`config.mk`:
```
export PLATFORM = sky130hd
export DESIGN_NAME = downsample_engine
export DESIGN_NICKNAME = d
export VERILOG_FILES = /design/src/rtl/downsample_engine.sv
export SDC_FILE = /design/constraint.sdc
export NUM_CORES = 1
export LEC_CHECK = 0
export BUFFER_PORTS_ARGS = -buffer_cell sky130_fd_sc_hd__buf_4
export CAP_MARGIN = 0
export CORE_MARGIN = 4
export CORE_UTILIZATION = 52
export DETAILED_ROUTE_END_ITERATION = 7
export MAX_ROUTING_LAYER = met4
export PLACE_DENSITY = 0.81
export SLEW_MARGIN = 25
export SYNTH_ARGS = -nofsm -noshare
export SYNTH_HDL_FRONTEND = slang
export SYNTH_SLANG_ARGS = --single-unit
```
`constraint.sdc`:
```
create_clock -name clk -period 1.85 [get_ports clk]
set_input_delay 0.0925 -clock clk [delete_from_list [all_inputs] [get_ports clk]]
set_output_delay 0.0925 -clock clk [all_outputs]
set_load 0.01 [all_outputs]
```
`src/rtl/downsample_engine.sv`:
```
// 2x2 box-filter downsampler: reads each 2x2 source block from DRAM, writes one averaged pixel.
// Optional build macro DS_ROUND_EN selects round-half-up instead of truncation for the average.
module downsample_engine #(
    parameter int IMG_W_LOG2 = 8,
    parameter int IMG_H_LOG2 = 8
) (
    input  logic        clk,
    input  logic        rst_n,
    input  logic        start,
    output logic [15:0] rd_addr,
    input  logic [7:0]  rd_data,
    output logic [15:0] wr_addr,
    output logic [7:0]  wr_data,
    output logic        wr_en,
    output logic        busy,
    output logic        done
);

    localparam int CW = IMG_W_LOG2 - 1;
    localparam int RW = IMG_H_LOG2 - 1;

    typedef enum logic [2:0] {
        IDLE,
        RD,
        ACC,
        WR,
        DONE
    } state_t;

    state_t          state;
    logic [1:0]      k;
    logic [CW-1:0]   col;
    logic [RW-1:0]   row;
    logic [9:0]      acc_p1;
    logic [9:0]      acc_sum;
    logic            last_col;
    logic            last_row;
    logic [CW-1:0]   col_nxt;
    logic [RW-1:0]   row_nxt;

    // Source address: row bits {r,dy}, column bits {c,dx}, row-major with power-of-two width.
    function automatic logic [15:0] src_addr(input logic [RW-1:0] r, input logic [CW-1:0] c,
                                             input logic [1:0] kk);
        return 16'({r, kk[1], c, kk[0]});
    endfunction

    function automatic logic [7:0] avg_pix(input logic [9:0] sum);
`ifdef DS_ROUND_EN
        return 8'(({1'b0, sum} + 11'd2) >> 2);
`else
        return 8'(sum >> 2);
`endif
    endfunction

    always_comb begin
        acc_sum  = acc_p1 + {2'b00, rd_data};
        last_col = &col;
        last_row = &row;
        col_nxt  = col + 1'b1;
        row_nxt  = last_col ? row + 1'b1 : row;
    end

    always_ff @(posedge clk or negedge rst_n) begin
        if (!rst_n) begin
            state   <= IDLE;
            k       <= 2'd0;
            col     <= '0;
            row     <= '0;
            acc_p1  <= 10'd0;
            rd_addr <= 16'd0;
            wr_addr <= 16'd0;
            wr_data <= 8'd0;
            wr_en   <= 1'b0;
            busy    <= 1'b0;
            done    <= 1'b0;
        end else begin
            wr_en <= 1'b0;
            done  <= 1'b0;
            case (state)
                IDLE: begin
                    if (start) begin
                        state   <= RD;
                        k       <= 2'd0;
                        col     <= '0;
                        row     <= '0;
                        rd_addr <= src_addr('0, '0, 2'd0);
                        busy    <= 1'b1;
                    end
                end
                // RD: address k presented this cycle, data of k-1 arrives and is summed
                RD: begin
                    if (k == 2'd0) begin
                        acc_p1 <= 10'd0;
                    end else begin
                        acc_p1 <= acc_sum;
                    end
                    k <= k + 2'd1;
                    if (k == 2'd3) begin
                        state <= ACC;
                    end else begin
                        rd_addr <= src_addr(row, col, k + 2'd1);
                    end
                end
                // ACC: last sample of the block lands, result registered for the write cycle
                ACC: begin
                    acc_p1  <= acc_sum;
                    wr_data <= avg_pix(acc_sum);
                    wr_addr <= 16'({row, col});
                    wr_en   <= 1'b1;
                    state   <= WR;
                end
                WR: begin
                    k <= 2'd0;
                    if (last_col && last_row) begin
                        state <= DONE;
                        busy  <= 1'b0;
                        done  <= 1'b1;
                    end else begin
                        col     <= col_nxt;
                        row     <= row_nxt;
                        rd_addr <= src_addr(row_nxt, col_nxt, 2'd0);
                        state   <= RD;
                    end
                end
                DONE: begin
                    state <= IDLE;
                end
                default: begin
                    state <= IDLE;
                    busy  <= 1'b0;
                end
            endcase
        end
    end

endmodule

```
# [After elaboration in Yosys (flattened, before gate mapping)]
# Index checks and enable logic that the tools add are counted.
[word_totals] word_cells=64 output_inout_bits=43 inputBits=11 regBits=70
[classes] n_reduce_logical=14 n_mux=24 addsub=4 bitwise=1 eq_ne=10
[ops] cell="$mux 16" n=3
[ops] cell="$pmux 16 s3" n=1
[ops] cell="$mux 7" n=4
[ops] cell="$pmux 7 s2" n=2
[ops] cell="$pmux 10 s2" n=1
[ops] cell="$add 7x1->7 const B" n=2
[ops] cell="$reduce_and 7->1" n=2
[ops] cell="$pmux 3 s4" n=1
[ops] cell="$add 10x8->10" n=1
[ops] cell="$mux 10" n=1
[ops] cell="$ne 2x2->1 const B" n=5
[ops] cell="$mux 3" n=3
[ops] cell="$eq 3x2->1 const B" n=2
[ops] cell="$pmux 2 s3" n=1
[ops] cell="$reduce_and 3->1" n=2
[ops] cell="$mux 1" n=5
[ops] cell="$reduce_and 2->1" n=2
[ops] cell="$reduce_and 4->1" n=1
[ops] cell="$reduce_bool 2->1" n=2
[ops] cell="$eq 3x1->1 const B" n=1
[ops] cell="$eq 3x3->1 const B" n=1
[ops] cell="$logic_not 3->1" n=1
[ops] cell="$pmux 1 s3" n=1
[ops] cell="$reduce_bool 3->1" n=1
[ops] cell="other kinds (7)" n=7

# [Depth between registers and ports, before layout]
[logic_depth] ltp_word=4 depth_mapped=7 depth_no_buf=6

# [Worst setup path before layout]
# OpenSTA, ideal clock, no wires.
[synth_path] path_kind="reg2reg" from="reg row[0]" to="reg rd_addr[10]" stages_incl_launch_ff=8 t_required_ns=1.715 path_buffers=2 path_slack_ns=-0.044 period_less_slack_ns=1.894 arrival_time_ns=1.760 setup_ns=0.135 cell_sequence="dfrtp_1 > ha_1 > nand3_1 > nor4_4 > or2_1 > buf_4 > buf_6 > o31ai_1"
[synth_via] elab_chain_len=4 word_cells_on_any_way=8 cone_classes="1 x add/sub; 1 x eq/ne; 3 x mux; 3 x reduce/logical"
[synth_rtl] element="start, declared" line="33" text="logic [RW-1:0] row;"
[synth_rtl] element="start signal, assigned" line="120" text="row <= row_nxt;"
[synth_rtl] element="$add 7x1->7 or $reduce_and 7->1 (tied branches)" line="60, 58"
[synth_rtl] element="$mux 7 or $logic_and 1x1->1 (tied branches)" line="60, 114"
[synth_rtl] element="$mux 16 or $ne 2x2->1 (tied branches)"
[synth_rtl] element="$pmux 16 s3 or $reduce_and 4->1 (tied branches)"
[synth_rtl] element="end signal, assigned" line="86" text="rd_addr <= src_addr('0, '0, 2'd0);"
[synth_rtl] element="end signal, assigned" line="101" text="rd_addr <= src_addr(row, col, k + 2'd1);"
[synth_rtl] element="end signal, assigned" line="121" text="rd_addr <= src_addr(row_nxt, col_nxt, 2'd0);"
[synth_rtl] element="end, declared" line="10" text="output logic [15:0] rd_addr,"
# Parallel ways exist; a longest one is shown, timed or not. The select of a mux whose other input is x is not followed.
# A chain may end at the register's enable or synchronous reset.

# [Final worst setup path]
[layout_path] from="reg acc_p1[0]" to="reg acc_p1[8]"
[layout_via] elab_chain_len=3
[layout_rtl] element="start, declared" line="34" text="logic [9:0] acc_p1;"
[layout_rtl] element="start signal, assigned" line="95" text="acc_p1 <= acc_sum;"
[layout_rtl] element="start signal, assigned" line="106" text="acc_p1 <= acc_sum;"
[layout_rtl] element="$add 10x8->10 (*)" line="56" text="acc_sum = acc_p1 + {2'b00, rd_data};"
[layout_rtl] element="$mux 10" line="92" text="if (k == 2'd0) begin"
[layout_rtl] element="$pmux 10 s2 (*)" line="79" text="case (state)"
# Mark *: on every way between the ends. The rest lies on a longest branch, timed or not.

==> run_results.csv <==
group,metric,value,unit
layout,final_layout_size_suffix_gt1_share,27.63,%
route,drt_iter0_drc,289,
setup_path,critPathCaptureType,"flip-flop",
layout,multi_input_comb_area,0.002048,mm2
pwr,power_frac_seq,33.1,%
layout,ff_latch_area,0.001752,mm2
route,postRouteWirelength,9975,um
timing,fin_worst_skew,0.01424,ns
timing,finalCriticalPeriod,1.858,ns
timing,fin_worst_hold_slack,0.05696,ns
synthesis,synth_top_cell_area_share,44.71,%
synthesis,ys_ff_latch,70,
layout,mostFrequentLayoutCell,"sky130_fd_sc_hd__buf_4",
route,detail_route.vias_per_cell,5.942,
die,dieArea,0.008986,mm2
setup_path,worst_ep_required_time,2.08,ns
die,initial_utilization,53.72,%
synthesis,netlist_top_cells_area,"sky130_fd_sc_hd__dfrtp_1 (45%), sky130_fd_sc_hd__nand2_1 (6.4%), sky130_fd_sc_hd__o31ai_1 (4.6%)",
route,antenna_violating_nets_post_route,0,
layout,synthToLayoutAreaGrowth,26.06,%
timing,fin_ws,-0.007842,ns
layout,most_frequent_cells_in_the_layout,"sky130_fd_sc_hd__buf_4 (91), sky130_fd_sc_hd__dfrtp_1 (70), sky130_fd_sc_hd__nand2_1 (67)",
die,die_w,94.80,um
grt,overall_fraction_of_global_route_tracks_in_use,24.02,%
timing,min_period_over_period,100.4,%
setup_path,worst_ep_arrival_time,2.09,ns
route,detail_route.wl_per_cell,16.57,um
timing,grt_setup_unrepaired,"true",
layout,num-fill-cells,588,
pwr,share_clk_of_total_power,19.3,%
synthesis,postSynth.asyncResetShare,100.0,%
run_status,failing_checks,"setup timing",
cts,cts_root_buf,"sky130_fd_sc_hd__clkbuf_8",
pwr,p_leak,2.382,nW
cts,clk-insertion-delay-late,0.34,ns
pwr,power_switching_share,39.21,%
pwr,vdd_ir_drop_max,0.0008069,V
synthesis,synth_ff_type,"sky130_fd_sc_hd__dfrtp_1",
route,drt_pass1_iterations,5,
pwr,comb_power_share,47.6,%
synthesis,synth_enable_flop_cells,0,
timing,final-hold-violation-count,0,
die,num_io_pins,54,
cts,tritoncts,"yes",
route,num_vias,3577,
timing,setup_viol_count_final,1,
layout,final_nets,522,
placement,port-buffer-count,51,
cts,cts_inserted_buffers,9,
timing,report.final.slew_viol_count,0,
pwr,total_power_density_per_cell_area,1308,mW/mm2
cts,clk_pin_slew,0.08,ns
die,std_cell_rows,31,
layout,final_instance_area,0.004938,mm2
grt,grt_pass1_vias,3391,
grt,maximum_number_of_pins_on_one_net_before_global_route_repair,42,
placement,dpl_worst_slack,-0.07657,ns
setup_path,critical_path_class,"reg -> reg",
route,drc,0,
flow_run,max_cap_viol_count,0,
min_path,worst_hold_path_type,"in -> reg",
grt,antenna_found_initial,0,
synthesis,synth_cell_types,57,
placement,hpwlAfterDp,7107,um
die,coreArea,0.007292,mm2
grt,grt_pass1_wl,16460,um
placement,dpl_cell_area,0.004607,mm2
cts,htree_num_levels,3,
synthesis,synth_cells,423,
placement,place.gp.congestion,0.9561,
cts,cts.sink_count,70,
die,die_y,94.80,um
synthesis,syn_area,0.003918,mm2
timing,fmax,538.3,MHz
setup_path,critical_path.max_fanout,4,
synthesis,synth.yosys.seq_area_share,44.71,%
grt,globalRouteOverflowTotal,0,
setup_path,ff2ff_setup_slack,-0.008,ns
timing,setup_total_negative_slack,-0.007842,ns
cts,clock_path_buffers,2,
pwr,power.switching,2.532,mW
synthesis,postSynthAreaPerCell,9.261,um2
synthesis,synth_top_area_cell,"sky130_fd_sc_hd__dfrtp_1",
layout,n_antenna_cell,0,
pwr,power_report.internal_total,3.926,mW
synthesis,yosys_warnings,0,
run_status,status,"finished with violations",
setup_path,timing.critical_path.from_type,"flip-flop",
## kinds of logic after synthesis
logic type / Yosys count / share of synthesized area [%]
other cells: 1 / 0.09572
simple gates: 150 / 19.61
mux: 5 / 1.341
buf+inv: 46 / 5.589
xor+xnor: 15 / 3.354
flops: 70 / 44.71
fa+ha+maj: 13 / 4.344
compound gates: 123 / 20.95
## cell usage after synthesis, types with 4 or more instances
cell type / n
sky130_fd_sc_hd__buf_4: 5
sky130_fd_sc_hd__a21oi_1: 16
sky130_fd_sc_hd__nand2_1: 67
sky130_fd_sc_hd__nor2_1: 15
sky130_fd_sc_hd__a22o_1: 4
sky130_fd_sc_hd__nand3_1: 15
sky130_fd_sc_hd__and3_1: 9
sky130_fd_sc_hd__a211o_1: 6
sky130_fd_sc_hd__a31oi_1: 5
sky130_fd_sc_hd__ha_1: 12
sky130_fd_sc_hd__buf_2: 15
sky130_fd_sc_hd__inv_1: 11
sky130_fd_sc_hd__xor2_1: 7
sky130_fd_sc_hd__dfrtp_1: 70
sky130_fd_sc_hd__and2_1: 5
sky130_fd_sc_hd__o31ai_1: 24
sky130_fd_sc_hd__o21ai_0: 35
sky130_fd_sc_hd__xnor2_1: 8
sky130_fd_sc_hd__a21o_1: 7
sky130_fd_sc_hd__nand4_1: 8
sky130_fd_sc_hd__nor3_1: 7
sky130_fd_sc_hd__clkbuf_1: 12
sky130_fd_sc_hd__and4_1: 4
## stage by stage
stage / util (%) / std cells / total power, mW
finish: 67.72 / 602 / 6.458
global route: 67.72 / 602 / 6.903
CTS: 66.09 / 598 / 6.312
detailed placement: 63.18 / 581 / 5.048
global placement: 63.18 / 581 / 4.952
floorplan: - / 424 / 3.962
## power by group through the flow
stage / clock network [mW] / registers (mW) / logic [mW]
after floorplan: 0 / 2.19 / 1.77
after global placement: 0 / 2.13 / 2.82
after detailed placement: 0 / 2.15 / 2.90
after CTS: 1.26 / 2.12 / 2.93
after global routing: 1.33 / 2.18 / 3.39
final: 1.25 / 2.14 / 3.08
## critical path: stages (launching register included)
cell and delay [ns]:
sky130_fd_sc_hd__dfrtp_1 0.40, sky130_fd_sc_hd__ha_2 0.19, sky130_fd_sc_hd__fa_2 0.35, sky130_fd_sc_hd__a211oi_2 0.25, sky130_fd_sc_hd__o211ai_1 0.18, sky130_fd_sc_hd__a31o_2 0.28, sky130_fd_sc_hd__o31a_1 0.10
## final cells by class
| type | instances | area share, % |
|---|---|---|
| Clock buffer | 12 | 3.142 |
| Sequential cell | 70 | 35.47 |
| Clock inverter | 4 | 0.9121 |
| Multi-Input combinational cell | 308 | 41.47 |
| Timing Repair Buffer | 97 | 15.58 |
| Inverter | 12 | 0.9121 |
| Tap cell | 99 | 2.508 |
## repair_timing
action / 4_1_cts / 5_1_grt
hold buffers: 1 / 0
hold endpoints to repair: 29 / 0
resized for setup: 3 / 16
cloned: 0 / 1
buffers inserted: 0 / 3
setup endpoints to repair: 8 / 25
pin swaps: 2 / 6
## path summary, 6_finish.rpt
path                                   startpoint  cells after the start                     end
max                         acc_p1[0]$_DFFE_PN0N_                      6   acc_p1[8]$_DFFE_PN0N_
min                                         start                      3    state[0]$_DFFE_PN0P_
max reg2reg                 acc_p1[0]$_DFFE_PN0N_                      6   acc_p1[8]$_DFFE_PN0N_
min reg2reg                wr_addr[4]$_DFFE_PN0P_                      2  wr_addr[4]$_DFFE_PN0P_
max in group asynchronous                   rst_n                      3        k[0]$_DFFE_PN0P_
min in group asynchronous                   rst_n                      2  wr_data[7]$_DFFE_PN0P_
## state kept, by name, summed over array words and instances (netlist names)
| register | cells |
|---|---|
| k | 2 |
| acc_p1 | 10 |
| busy | 1 |
| col | 7 |
| wr_en | 1 |
| wr_data | 8 |
| row | 7 |
| rd_addr | 16 |
| state | 3 |
| wr_addr | 14 |
| done | 1 |
## layer usage
layer / wire length [um] / vias up / GRT usage [%]
met5: 0 / - / -
met4: 121 / 0 / 7.813
met3: 575 / 9 / 3.506
met2: 4731 / 139 / 36.00
met1: 4546 / 1750 / 33.71
li1: - / 1679 / -
No activity file was read; power rests on OpenSTA's default activity.
